File: config.mk
export PLATFORM = sky130hd
export DESIGN_NAME = sweep_ctrl
export DESIGN_NICKNAME = d
export VERILOG_FILES = /design/src/rtl/sweep_ctrl.sv
export SDC_FILE = /design/constraint.sdc
export NUM_CORES = 1
export LEC_CHECK = 0
export CELL_PAD_IN_SITES_DETAIL_PLACEMENT = 0
export CELL_PAD_IN_SITES_GLOBAL_PLACEMENT = 1
export CORE_MARGIN = 2
export CORE_UTILIZATION = 39
export CTS_BUF_LIST = sky130_fd_sc_hd__clkbuf_4 sky130_fd_sc_hd__clkbuf_8
export DETAILED_ROUTE_END_ITERATION = 16
export PLACE_DENSITY_LB_ADDON = 0.2
export SLEW_MARGIN = 20
export SYNTH_ARGS = -nofsm -noshare
export SYNTH_HDL_FRONTEND = slang
export SYNTH_SLANG_ARGS = --single-unit
File: constraint.sdc
create_clock -name clk -period 3.4 [get_ports clk]
set_clock_uncertainty 0.05 [all_clocks]
set_input_delay 0.68 -clock clk [delete_from_list [all_inputs] [get_ports clk]]
set_output_delay 0.68 -clock clk [all_outputs]
set_load 0.005 [all_outputs]
File: src/rtl/sweep_ctrl.sv
// Sequences one p0-index sweep through the cost-function evaluator with credit-limited issue,
// then closes the sweep toward the best-solution tracker with latch_o and clear_o pulses.
module sweep_ctrl #(
  parameter int IDX_W   = 8,
  parameter int CNT_W   = 9,
  parameter int CREDITS = 16,
  parameter int TIMEOUT = 1024
) (
  input  logic             clk,
  input  logic             rst,
  input  logic             start_i,
  input  logic             abort_i,
  input  logic [IDX_W-1:0] idx_start_i,
  input  logic [CNT_W-1:0] idx_count_i,
  input  logic             eval_ready_i,
  output logic             issue_o,
  output logic [IDX_W-1:0] issue_idx_o,
  input  logic             res_valid_i,
  input  logic [IDX_W-1:0] res_idx_i,
  output logic             valid_o,
  output logic [IDX_W-1:0] p0_idx_o,
  output logic             latch_o,
  output logic             clear_o,
  output logic             busy_o,
  output logic             done_o,
  output logic             err_o,
  output logic [2:0]       dbg_state_o
);

  // Handshake: an issue transfers on issue_o & eval_ready_i, and issue_o/issue_idx_o hold
  // until it does; results carry no back-pressure, res_valid_i is consumed whenever it is high.

  localparam int OUT_W = $clog2(CREDITS + 1);
  localparam int TMR_W = $clog2(TIMEOUT + 1);

  typedef enum logic [2:0] {
    S_IDLE  = 3'd0,
    S_ISSUE = 3'd1,
    S_DRAIN = 3'd2,
    S_LATCH = 3'd3,
    S_CLEAR = 3'd4
  } state_t;

  state_t           r_state;
  state_t           w_state_nxt;
  logic [IDX_W-1:0] r_idx;
  logic [CNT_W-1:0] r_remaining;
  logic [OUT_W-1:0] r_outstanding;
  logic [TMR_W-1:0] r_timer;
  logic             r_err;
  logic             r_quiet;

  logic w_active;
  logic w_xfer;
  logic w_res_ok;
  logic w_res_bad;
  logic w_last_xfer;
  logic w_timeout;

  assign w_active    = (r_state == S_ISSUE) || (r_state == S_DRAIN);
  assign w_xfer      = issue_o & eval_ready_i;
  assign w_res_ok    = w_active & res_valid_i & (r_outstanding != '0);
  assign w_res_bad   = w_active & res_valid_i & (r_outstanding == '0);
  assign w_last_xfer = w_xfer & (r_remaining == CNT_W'(1));
  // A drain stalls only while results are still owed; abort takes precedence.
  assign w_timeout   = (r_state == S_DRAIN) & ~res_valid_i & ~abort_i &
                       (r_outstanding != '0) & (r_timer == TMR_W'(TIMEOUT - 1));

  always_comb begin
    w_state_nxt = r_state;
    issue_o     = 1'b0;
    latch_o     = 1'b0;
    clear_o     = 1'b0;
    done_o      = 1'b0;
    case (r_state)
      S_IDLE: begin
        if (start_i) w_state_nxt = (idx_count_i == '0) ? S_LATCH : S_ISSUE;
      end
      S_ISSUE: begin
        issue_o = (r_outstanding < OUT_W'(CREDITS));
        if (abort_i)          w_state_nxt = S_CLEAR;
        else if (w_last_xfer) w_state_nxt = S_DRAIN;
      end
      S_DRAIN: begin
        if (abort_i)                     w_state_nxt = S_CLEAR;
        else if (r_outstanding == '0)    w_state_nxt = S_LATCH;
        else if (w_timeout)              w_state_nxt = S_CLEAR;
      end
      S_LATCH: begin
        latch_o     = 1'b1;
        w_state_nxt = S_CLEAR;
      end
      S_CLEAR: begin
        clear_o     = 1'b1;
        done_o      = ~r_quiet;
        w_state_nxt = S_IDLE;
      end
      default: w_state_nxt = S_IDLE;
    endcase
  end

  always_ff @(posedge clk or posedge rst) begin
    if (rst) begin
      r_state       <= S_IDLE;
      r_idx         <= '0;
      r_remaining   <= '0;
      r_outstanding <= '0;
      r_timer       <= '0;
      r_err         <= 1'b0;
      r_quiet       <= 1'b0;
    end else begin
      r_state <= w_state_nxt;
      case (r_state)
        S_IDLE: begin
          if (start_i) begin
            r_idx         <= idx_start_i;
            r_remaining   <= idx_count_i;
            r_outstanding <= '0;
            r_timer       <= '0;
            r_err         <= 1'b0;
            r_quiet       <= 1'b0;
          end
        end
        S_ISSUE, S_DRAIN: begin
          if (w_xfer) begin
            r_idx       <= r_idx + IDX_W'(1);
            r_remaining <= r_remaining - CNT_W'(1);
          end
          if (w_xfer && !w_res_ok)      r_outstanding <= r_outstanding + OUT_W'(1);
          else if (!w_xfer && w_res_ok) r_outstanding <= r_outstanding - OUT_W'(1);
          // The idle timer only runs in DRAIN; any returning result restarts it.
          if (res_valid_i || r_state == S_ISSUE) r_timer <= '0;
          else                                   r_timer <= r_timer + TMR_W'(1);
          if (w_res_bad) r_err <= 1'b1;
          if (abort_i)   r_quiet <= 1'b1;
          if (w_timeout) begin
            r_err   <= 1'b1;
            r_quiet <= 1'b1;
          end
        end
        default: ;
      endcase
    end
  end

  assign issue_idx_o = r_idx;
  assign valid_o     = w_res_ok;
  assign p0_idx_o    = res_idx_i;
  assign busy_o      = (r_state != S_IDLE);
  assign err_o       = r_err;
  assign dbg_state_o = r_state;

endmodule
Word level (Yosys, flattened, before mapping):

Cells that the tools add are included.

* reductions and logical operators: 19
* order comparisons: 1
* muxes and demuxes: 32
* add/subtract/negate cells: 5
* eq/ne operators: 13
* bitwise operators: 12

Operators with widths (number)
* 11-bit 2-to-1 mux: 2
* 11-bit case mux with 2 select lines: 1
* 3-bit 2-to-1 mux: 6
* 9-bit 2-to-1 mux: 2
* 9-bit case mux with 2 select lines: 1
* 8-bit 2-to-1 mux: 2
* 8-bit case mux with 2 select lines: 1
* 5-bit 2-to-1 mux: 3
* 3-bit AND reduction: 5
* 3-bit inequality test, second input constant: 4
* 3-bit case mux with 4 select lines: 1
* 11-bit by 1-bit adder with 11-bit output, second input constant: 1
* 11-bit by 10-bit == test with 1-bit output, second input constant: 1
* 5-bit case mux with 2 select lines: 1
* 1-bit AND: 9
* 9-bit by 1-bit == test with 1-bit output, second input constant: 1
* 9-bit zero test: 1
* 1-bit 2-to-1 mux: 9
* 9-bit by 1-bit subtractor with 9-bit output, second input constant: 1
* 8-bit by 1-bit adder with 8-bit output, second input constant: 1
* 3-bit by 2-bit == test with 1-bit output, second input constant: 2
* 5-bit by 1-bit adder with 5-bit output, second input constant: 1
* 5-bit zero test: 1
* 5-bit < comparator, second input constant: 1
* other kinds (17): 24

* bits in registers: 38
* input port bits: 31
* output and inout bits: 26
* logic and storage cells: 89

Logic depth before layout (Yosys ltp):

Gate-level depths: netlist of run 1.

* word-level depth: 9
* mapped depth: 13
* gate-level depth less buffers: 11

Least setup slack after synthesis of run 1:

OpenSTA, ideal clock, no wires.

* kind: flip-flop to flip-flop
* from: register r_state[0] (netlist: dbg_state_o[0])
* to: register r_outstanding[4]
* arrival: 2.827 ns
* data required time: 3.234 ns
* slack: 0.407 ns
* period minus slack after synthesis: 2.993 ns
* library setup time: 0.116 ns
* cell stages (with the launch flop): 14
* buffers on the path: 2
* cells stage by stage: dfrtp_1 buf_6 xnor2_2 nor2_1 buf_2 nand2_1 or2_2 ha_1 inv_1 ha_1 a21oi_1 a21oi_1 or2_2 o311ai_0

* longest elaborated chain between the ends: 8
* elaborated cells between the ends (all ways): 19
* those cells by class: 4 x eq/ne; 3 x mux; 3 x bitwise; 9 x reduce/logical

Ends and longest elaborated chain
* start: declaration: line 44 `state_t r_state;`
* start signal: assignment: line 112 `r_state <= w_state_nxt;`
* 3-bit by 1-bit == test with 1-bit output or 3-bit by 2-bit == test with 1-bit output (tied branches): line 60, 75, 113
* 1-bit logical OR: line 60 `assign w_active = (r_state == S_ISSUE) || (r_state == S_DRAIN);`
* 1-bit AND (2 in a row): line 62 `assign w_res_ok = w_active & res_valid_i & (r_outstanding != '0);`
* 1-bit zero test: line 129 `if (w_xfer && !w_res_ok) r_outstanding <= r_outstanding + OUT_W'(1);`
* 1-bit logical AND: line 129
* 3-bit inequality test (no source line) or 5-bit 2-to-1 mux (tied branches)
* 3-bit AND reduction (no source line) or 5-bit case mux with 2 select lines (tied branches)
* end signal: assignment: line 129
* end signal: assignment: line 130 `else if (!w_xfer && w_res_ok) r_outstanding <= r_outstanding - OUT_W'(1);`
* end: declaration: line 48 `logic [OUT_W-1:0] r_outstanding;`

Parallel ways exist; a longest one is shown, timed or not.
A chain may end at the register's enable or synchronous reset.

Worst setup path in the final report of run 1:

* from: register r_outstanding[1]
* to: register r_outstanding[4]

* longest elaborated chain between the ends: 7
* elaborated cells between the ends (all ways): 16
* those cells by class: 2 x add/sub; 1 x order compare; 1 x eq/ne; 4 x mux; 2 x bitwise; 6 x reduce/logical

Ends and longest elaborated chain
* 5-bit < comparator: line 80 `issue_o = (r_outstanding < OUT_W'(CREDITS));`
* 1-bit 2-to-1 mux: line 75 `case (r_state)`
* 1-bit AND: line 61 `assign w_xfer = issue_o & eval_ready_i;`
* 1-bit zero test: line 130
* 1-bit logical AND: line 130
* 3-bit inequality test (no source line)
* 3-bit AND reduction (no source line)

Parallel ways exist; a longest one is shown, timed or not. The select of a mux whose other input is x is not followed.

==> results_dict.tcl, run 1 <==
set metrics [dict create \
    status "complete, no violations" \
    ys_types 64 \
    comb_power_share_pct 59.2 \
    cts.sinks 38 \
    mostFrequentLayoutCells "clkdlybuf4s50_1, dfrtp_1, o21ai_0" \
    post-synth-top-area-cell "dfrtp_1" \
    viasPerCell 5.75 \
    grt_pass1_vias 2241 \
    firstDrtPassIters 4 \
    finalNonFillerCells 399 \
    io_buffers 40 \
    finalSetupViolations 0 \
    final_common_cell "clkdlybuf4s50_1" \
    yosys-top-cells-area "dfrtp_1, o21ai_0, ha_1" \
    syn_inst 286 \
    cpPeakStageDelay_ps 530 \
    crit_slowest_cell "or4_1" \
    postCtsSetupBuffers 0 \
    reg2reg_slack_ps 450 \
    core_um2 6310 \
    hold_buffers 0 \
    insertion_delay_ps 290 \
    crit_family "simple AND/OR/NAND/NOR gates" \
    r2r-end "r_outstanding[4]" \
    cp_cell_sequence "or4_1 > nor2_1 > buf_4 > or2_2 > ha_1 > inv_1 > ha_1 > a21oi_1 > a21oi_1 > or2_2 > o311ai_0" \
    cts-root-buf "clkbuf_8" \
    clkSlewWorstSetupHoldPaths_ps 80 \
    arrival_ps 3080 \
    initial_utilization_pct 40.3 \
    dpl.hpwl_um 4490 \
    antenna_found_initial 0 \
    path_buf_inv 2 \
    synthArstFlopShare_pct 100 \
    ys.warnings.count 0 \
    sw_frac_of_total_pct 43.9 \
    cts_buffers 5 \
    grt_usage_pct 18.5 \
    ir_drop_mv 0.532 \
    avgSynthCellArea_um2 8.89 \
    synthDominantCellAreaShare_pct 37.4 \
    worstSetupEndpointType "register" \
    cp-start-kind "register" \
    worstMarginPinSlew_ps 564 \
    crit_type "register to register" \
    hold_path_end "r_timer[8]" \
    hold_class "register to register" \
    r2r-start "r_outstanding[1]" \
    vias 2296 \
    drv_cap 0 \
    hold_viol_final 0 \
    ctsHtreeMaxLevel 2 \
    ff2ff_path_depth 11 \
    ys_seq_area_share_pct 37.4 \
    path_max_fanout 7 \
    synth_edf_count 0 \
    drv_slew 0 \
    fmax_mhz 339 \
    p_switching_mw 1.21 \
    fin_nets 362 \
    gp_congestion 0.814 \
    clkPwrFrac_pct 12.4 \
    first_iter_violations 101 \
    drt_wl_total_um 6300 \
    avgRoutedWirePerCell_um 15.8 \
    fillers 636 \
    cts.path.max_buffers 2 \
    detail-route-antenna-nets 0 \
    period_share_pct 86.6 \
    route.detailed.drc 0 \
    intPower_mw 1.54 \
    powerDensity_nw_per_um2 898 \
    drive_gt1_share_pct 11.2 \
    rsz0062_at_grt "no" \
    dp.cells 391 \
    fin_tns_setup_ps 0 \
    synth_nets 327 \
    finalCriticalPeriod_ps 2950 \
    cp_data_required_time_ps 3530 \
    p_seq_share_pct 28.5 \
    die_area_um2 7180 \
    synth_ff_type "dfrtp_1" \
    diodes 0 \
    die_h_um 84.8 \
    min_from "r_timer[8]" \
    rows 29 \
    overflow 0 \
    cts_resized 0 \
    synth_seq_cells 38 \
    p_leak_nw 1.24 \
    die_x_um 84.8 \
    cts_tree "done" \
    syn_area_um2 2540 \
    relSlewSlack_pct 62.4 \
    io-pin-count 57 \
    grt_max_degree 39 \
    area_delta_synth_final_pct 20.4 \
    grt_pass1_wl_um 10800 \
    hold_path_depth 1 \
]
metal layers:
metal / vias to the layer above / share of wire [%] / global-route usage (%) / wire (um)
met1: 1108 / 49 / 26.6 / 3060
met3: 8 / 5.3 / 4.33 / 333
met4: 0 / 1.1 / 4.47 / 67
met5: - / 0 / 0 / 0
met2: 55 / 45 / 28.3 / 2840
li1: 1125 / - / - / -
how the worst max path moves through the flow:
| stage | end | cells past startpoint | from | slack (ps) |
|---|---|---|---|---|
| 2_1_floorplan | r_outstanding[4] | 13 | dbg_state_o[0] | 410 |
| 3_3_place_gp | r_outstanding[4] | 10 | res_valid_i | 230 |
| 3_5_place_dp | r_outstanding[4] | 10 | res_valid_i | 170 |
| 4_1_cts | r_outstanding[4] | 11 | r_outstanding[1] | 450 |
| 5_1_grt | r_outstanding[4] | 11 | r_outstanding[1] | 230 |
| 6_report | r_outstanding[4] | 11 | r_outstanding[1] | 450 |
per-stage QoR:
stage,worst slack (ps),hold WS [ps],power [mW],area [um^2],util (%)
6_report,454,456,2.75,3060,48.5
5_1_grt,229,503,3.00,3060,48.5
4_1_cts,446,468,2.77,3060,48.5
3_5_place_dp,167,448,2.42,2970,47.0
3_3_place_gp,230,442,2.41,2970,47.0
2_1_floorplan,407,411,1.90,2540,-
state kept, by name, indices dropped and copies added, names as in the netlist:
| signal | flops |
|---|---|
| r_remaining | 9 |
| r_timer | 11 |
| dbg_state_o | 3 |
| r_quiet | 1 |
| issue_idx_o | 8 |
| r_outstanding | 5 |
| err_o | 1 |
logic make-up (layout without fill, tap and decap cells):
kind of cell | after synthesis | in the layout | synth area share [%]
compound gates | 90 | 90 | 23.7
xor+xnor | 3 | 3 | 1.33
fa+ha+maj | 10 | 10 | 5.21
buf+inv | 32 | 68 | 7.18
flops | 38 | 38 | 37.4
mux | 3 | 3 | 1.28
simple gates | 110 | 110 | 24.0
cells in the mapped netlist, drive strengths merged (2+ instances only):
master and count:
nand4 4, mux2 2, and3 3, nor3 10, a22o 2, a2bb2oi 2
and4 2, or3b 2, or4b 3, a21oi 19, buf 17, ha 9
xor2 2, a21boi 2, o2bb2ai 7, nand2 22, nand3 9, o22ai 3
o22a 3, nor2 25, clkbuf 4, o31a 2, a31oi 6, o31ai 3
or4 2, nor4b 2, and2 2, nor4 5, or3 5, a22oi 3
inv 11, nand4b 2, or2 7, dfrtp 38, o21ai 28
power groups by stage:
stage	Clock, mW	Combinational [mW]	Sequential, mW
final	0.340	1.63	0.783
after global routing	0.374	1.81	0.813
after CTS	0.351	1.64	0.782
after detailed placement	0	1.63	0.789
after global placement	0	1.62	0.789
after floorplan	0	1.16	0.748
final cells by class:
cell class	count	area (um^2)	share of cell area, %
clock buffers	7	90.1	2.94
inverters	11	41.3	1.35
well taps	77	96.3	3.15
flip-flops and latches	38	951	31.1
clock inverters	1	5.00	0.163
multi-input cells	216	1410	46.1
repair buffers	49	468	15.3
No activity file was read; power rests on OpenSTA's default activity.
==> run 2, diff against run 1 <==
--- a/config.mk
+++ b/config.mk
@@ -10,8 +10,10 @@
 export CORE_MARGIN = 2
 export CORE_UTILIZATION = 39
 export CTS_BUF_LIST = sky130_fd_sc_hd__clkbuf_4 sky130_fd_sc_hd__clkbuf_8
+export CTS_CLUSTER_SIZE = 25
 export DETAILED_ROUTE_END_ITERATION = 16
 export PLACE_DENSITY_LB_ADDON = 0.2
+export RECOVER_POWER = 25
 export SLEW_MARGIN = 20
 export SYNTH_ARGS = -nofsm -noshare
 export SYNTH_HDL_FRONTEND = slang
==> results_dict.tcl, run 2 (synthesis results as in run 1) <==
set metrics [dict create \
    drv_cap 0 \
    first_iter_violations 101 \
    overflow 0 \
    worstMarginPinSlew_ps 1010 \
    p_seq_share_pct 28.5 \
    gp_congestion 0.814 \
    clkSlewWorstSetupHoldPaths_ps 80 \
    area_delta_synth_final_pct 20.3 \
    core_um2 6310 \
    io_buffers 40 \
    place_area_um2 2970 \
    grt_max_degree 39 \
    grt_usage_pct 18.5 \
    mostFrequentLayoutCells "clkdlybuf4s50_1, dfrtp_1, o21ai_0" \
    regMostFlops "r_timer" \
    largest_register_ff_count 11 \
    sw_frac_of_total_pct 43.9 \
    diodes 0 \
    arrival_ps 3080 \
    insertion_delay_ps 290 \
    cts.sinks 38 \
    antenna_found_initial 0 \
    fillers 636 \
    postCtsSetupBuffers 0 \
    clkPwrFrac_pct 12.4 \
    fin_tns_setup_ps 0 \
    setup_ws_ps 454 \
    ctsHtreeMaxLevel 2 \
    firstDrtPassIters 4 \
    postLayoutCellArea_um2 3060 \
    comb_power_share_pct 59.2 \
    route.detailed.drc 0 \
    post-place-ws_ps 167 \
    reg2reg_slack_ps 450 \
    finalSetupViolations 0 \
    powerDensity_nw_per_um2 898 \
    cts-root-buf "clkbuf_8" \
    fmax_mhz 339 \
    cp_data_required_time_ps 3530 \
    drv_slew 0 \
    io-pin-count 57 \
    drive_gt1_share_pct 11.2 \
    rsz0062_at_grt "no" \
    cts_tree "done" \
    crit_type "register to register" \
    fin_nets 362 \
    p_leak_nw 1.24 \
    rows 29 \
    cp-start-kind "register" \
    grt_pass1_vias 2241 \
    finalNonFillerCells 399 \
    die_h_um 84.8 \
    vias 2298 \
    finalCriticalPeriod_ps 2950 \
    grt_pass1_wl_um 10800 \
    hold_class "register to register" \
    final_common_cell "clkdlybuf4s50_1" \
    cts_buffers 5 \
    worstSetupEndpointType "register" \
    cts_resized 0 \
    dp.cells 391 \
    detail-route-antenna-nets 0 \
    drt_wl_total_um 6290 \
    hold_buffers 0 \
    die_area_um2 7180 \
    status "complete, no violations" \
    viasPerCell 5.76 \
    initial_utilization_pct 40.3 \
    intPower_mw 1.54 \
    p_switching_mw 1.21 \
    path_max_fanout 7 \
    dpl.hpwl_um 4490 \
    final_util_pct 48.5 \
    avgRoutedWirePerCell_um 15.8 \
    die_x_um 84.8 \
    hold_viol_final 0 \
    cts.path.max_buffers 2 \
    relSlewSlack_pct 32.9 \
    period_share_pct 86.6 \
    ir_drop_mv 0.532 \
]
[run 2: cell count changes in the layout (fill, tap and decap cells not counted), sizes merged]
cell           change
buf                -1
clkbuf             +1
clkdlybuf4s50      -1
dlygate4sd3        +1
[run 2: final cells by class]
cell class              instances  area, um^2  area share, %
clock inverters                 1        5.00          0.164
well taps                      77        96.3           3.15
repair buffers                 49         465           15.2
multi-input cells             216        1410           46.1
clock buffers                   7        90.1           2.94
flip-flops and latches         38         951           31.1
inverters                      11        41.3           1.35
[run 2: final timing paths]
kind | cells past startpoint | to | from
worst max-delay path | 11 | r_outstanding[4] | r_outstanding[1]
worst min-delay path | 1 | r_timer[8] | r_timer[8]
worst max register to register | 11 | r_outstanding[4] | r_outstanding[1]
worst min register to register | 1 | r_timer[8] | r_timer[8]
max in group asynchronous | 3 | issue_idx_o[6] | rst
min in group asynchronous | 3 | r_remaining[0] | rst
[run 2: routing by layer]
layer  vias up  GRT usage (%)  wire (um)
met5         -              0          0
met4         0           4.47         67
met3         8           4.33        334
met2        57           28.3       2830
met1      1106           26.6       3060
li1       1127              -          -
[run 2: critical path, cell delays in order, from the launching register on]
cell and delay [ps]:
dfrtp_1 430, or4_1 530, nor2_1 100, buf_4 140
or2_2 110, ha_1 130, inv_1 110, ha_1 340
a21oi_1 190, a21oi_1 110, or2_2 300, o311ai_0 290
[run 2: power groups by stage]
stage                     registers [mW]  logic [mW]  clock network, mW
after floorplan                    0.748        1.16                  0
after global placement             0.789        1.62                  0
after detailed placement           0.789        1.63                  0
after CTS                          0.782        1.64              0.351
after global routing               0.813        1.81              0.374
final                              0.782        1.63              0.339
[run 2: through the flow]
step / power (mW) / hold WS, ps
after floorplan: 1.90 / 411
after global placement: 2.41 / 442
after detailed placement: 2.42 / 448
after CTS: 2.77 / 468
after global routing: 3.00 / 503
final: 2.75 / 456
==> run 3, diff against run 2 <==
--- a/config.mk
+++ b/config.mk
@@ -12,6 +12,7 @@
 export CTS_BUF_LIST = sky130_fd_sc_hd__clkbuf_4 sky130_fd_sc_hd__clkbuf_8
 export CTS_CLUSTER_SIZE = 25
 export DETAILED_ROUTE_END_ITERATION = 16
+export HOLD_SLACK_MARGIN = 0.05
 export PLACE_DENSITY_LB_ADDON = 0.2
 export RECOVER_POWER = 25
 export SLEW_MARGIN = 20
==> results of run 3 <==
No change in the layout: final DEF, timing and power equal those of run 2.
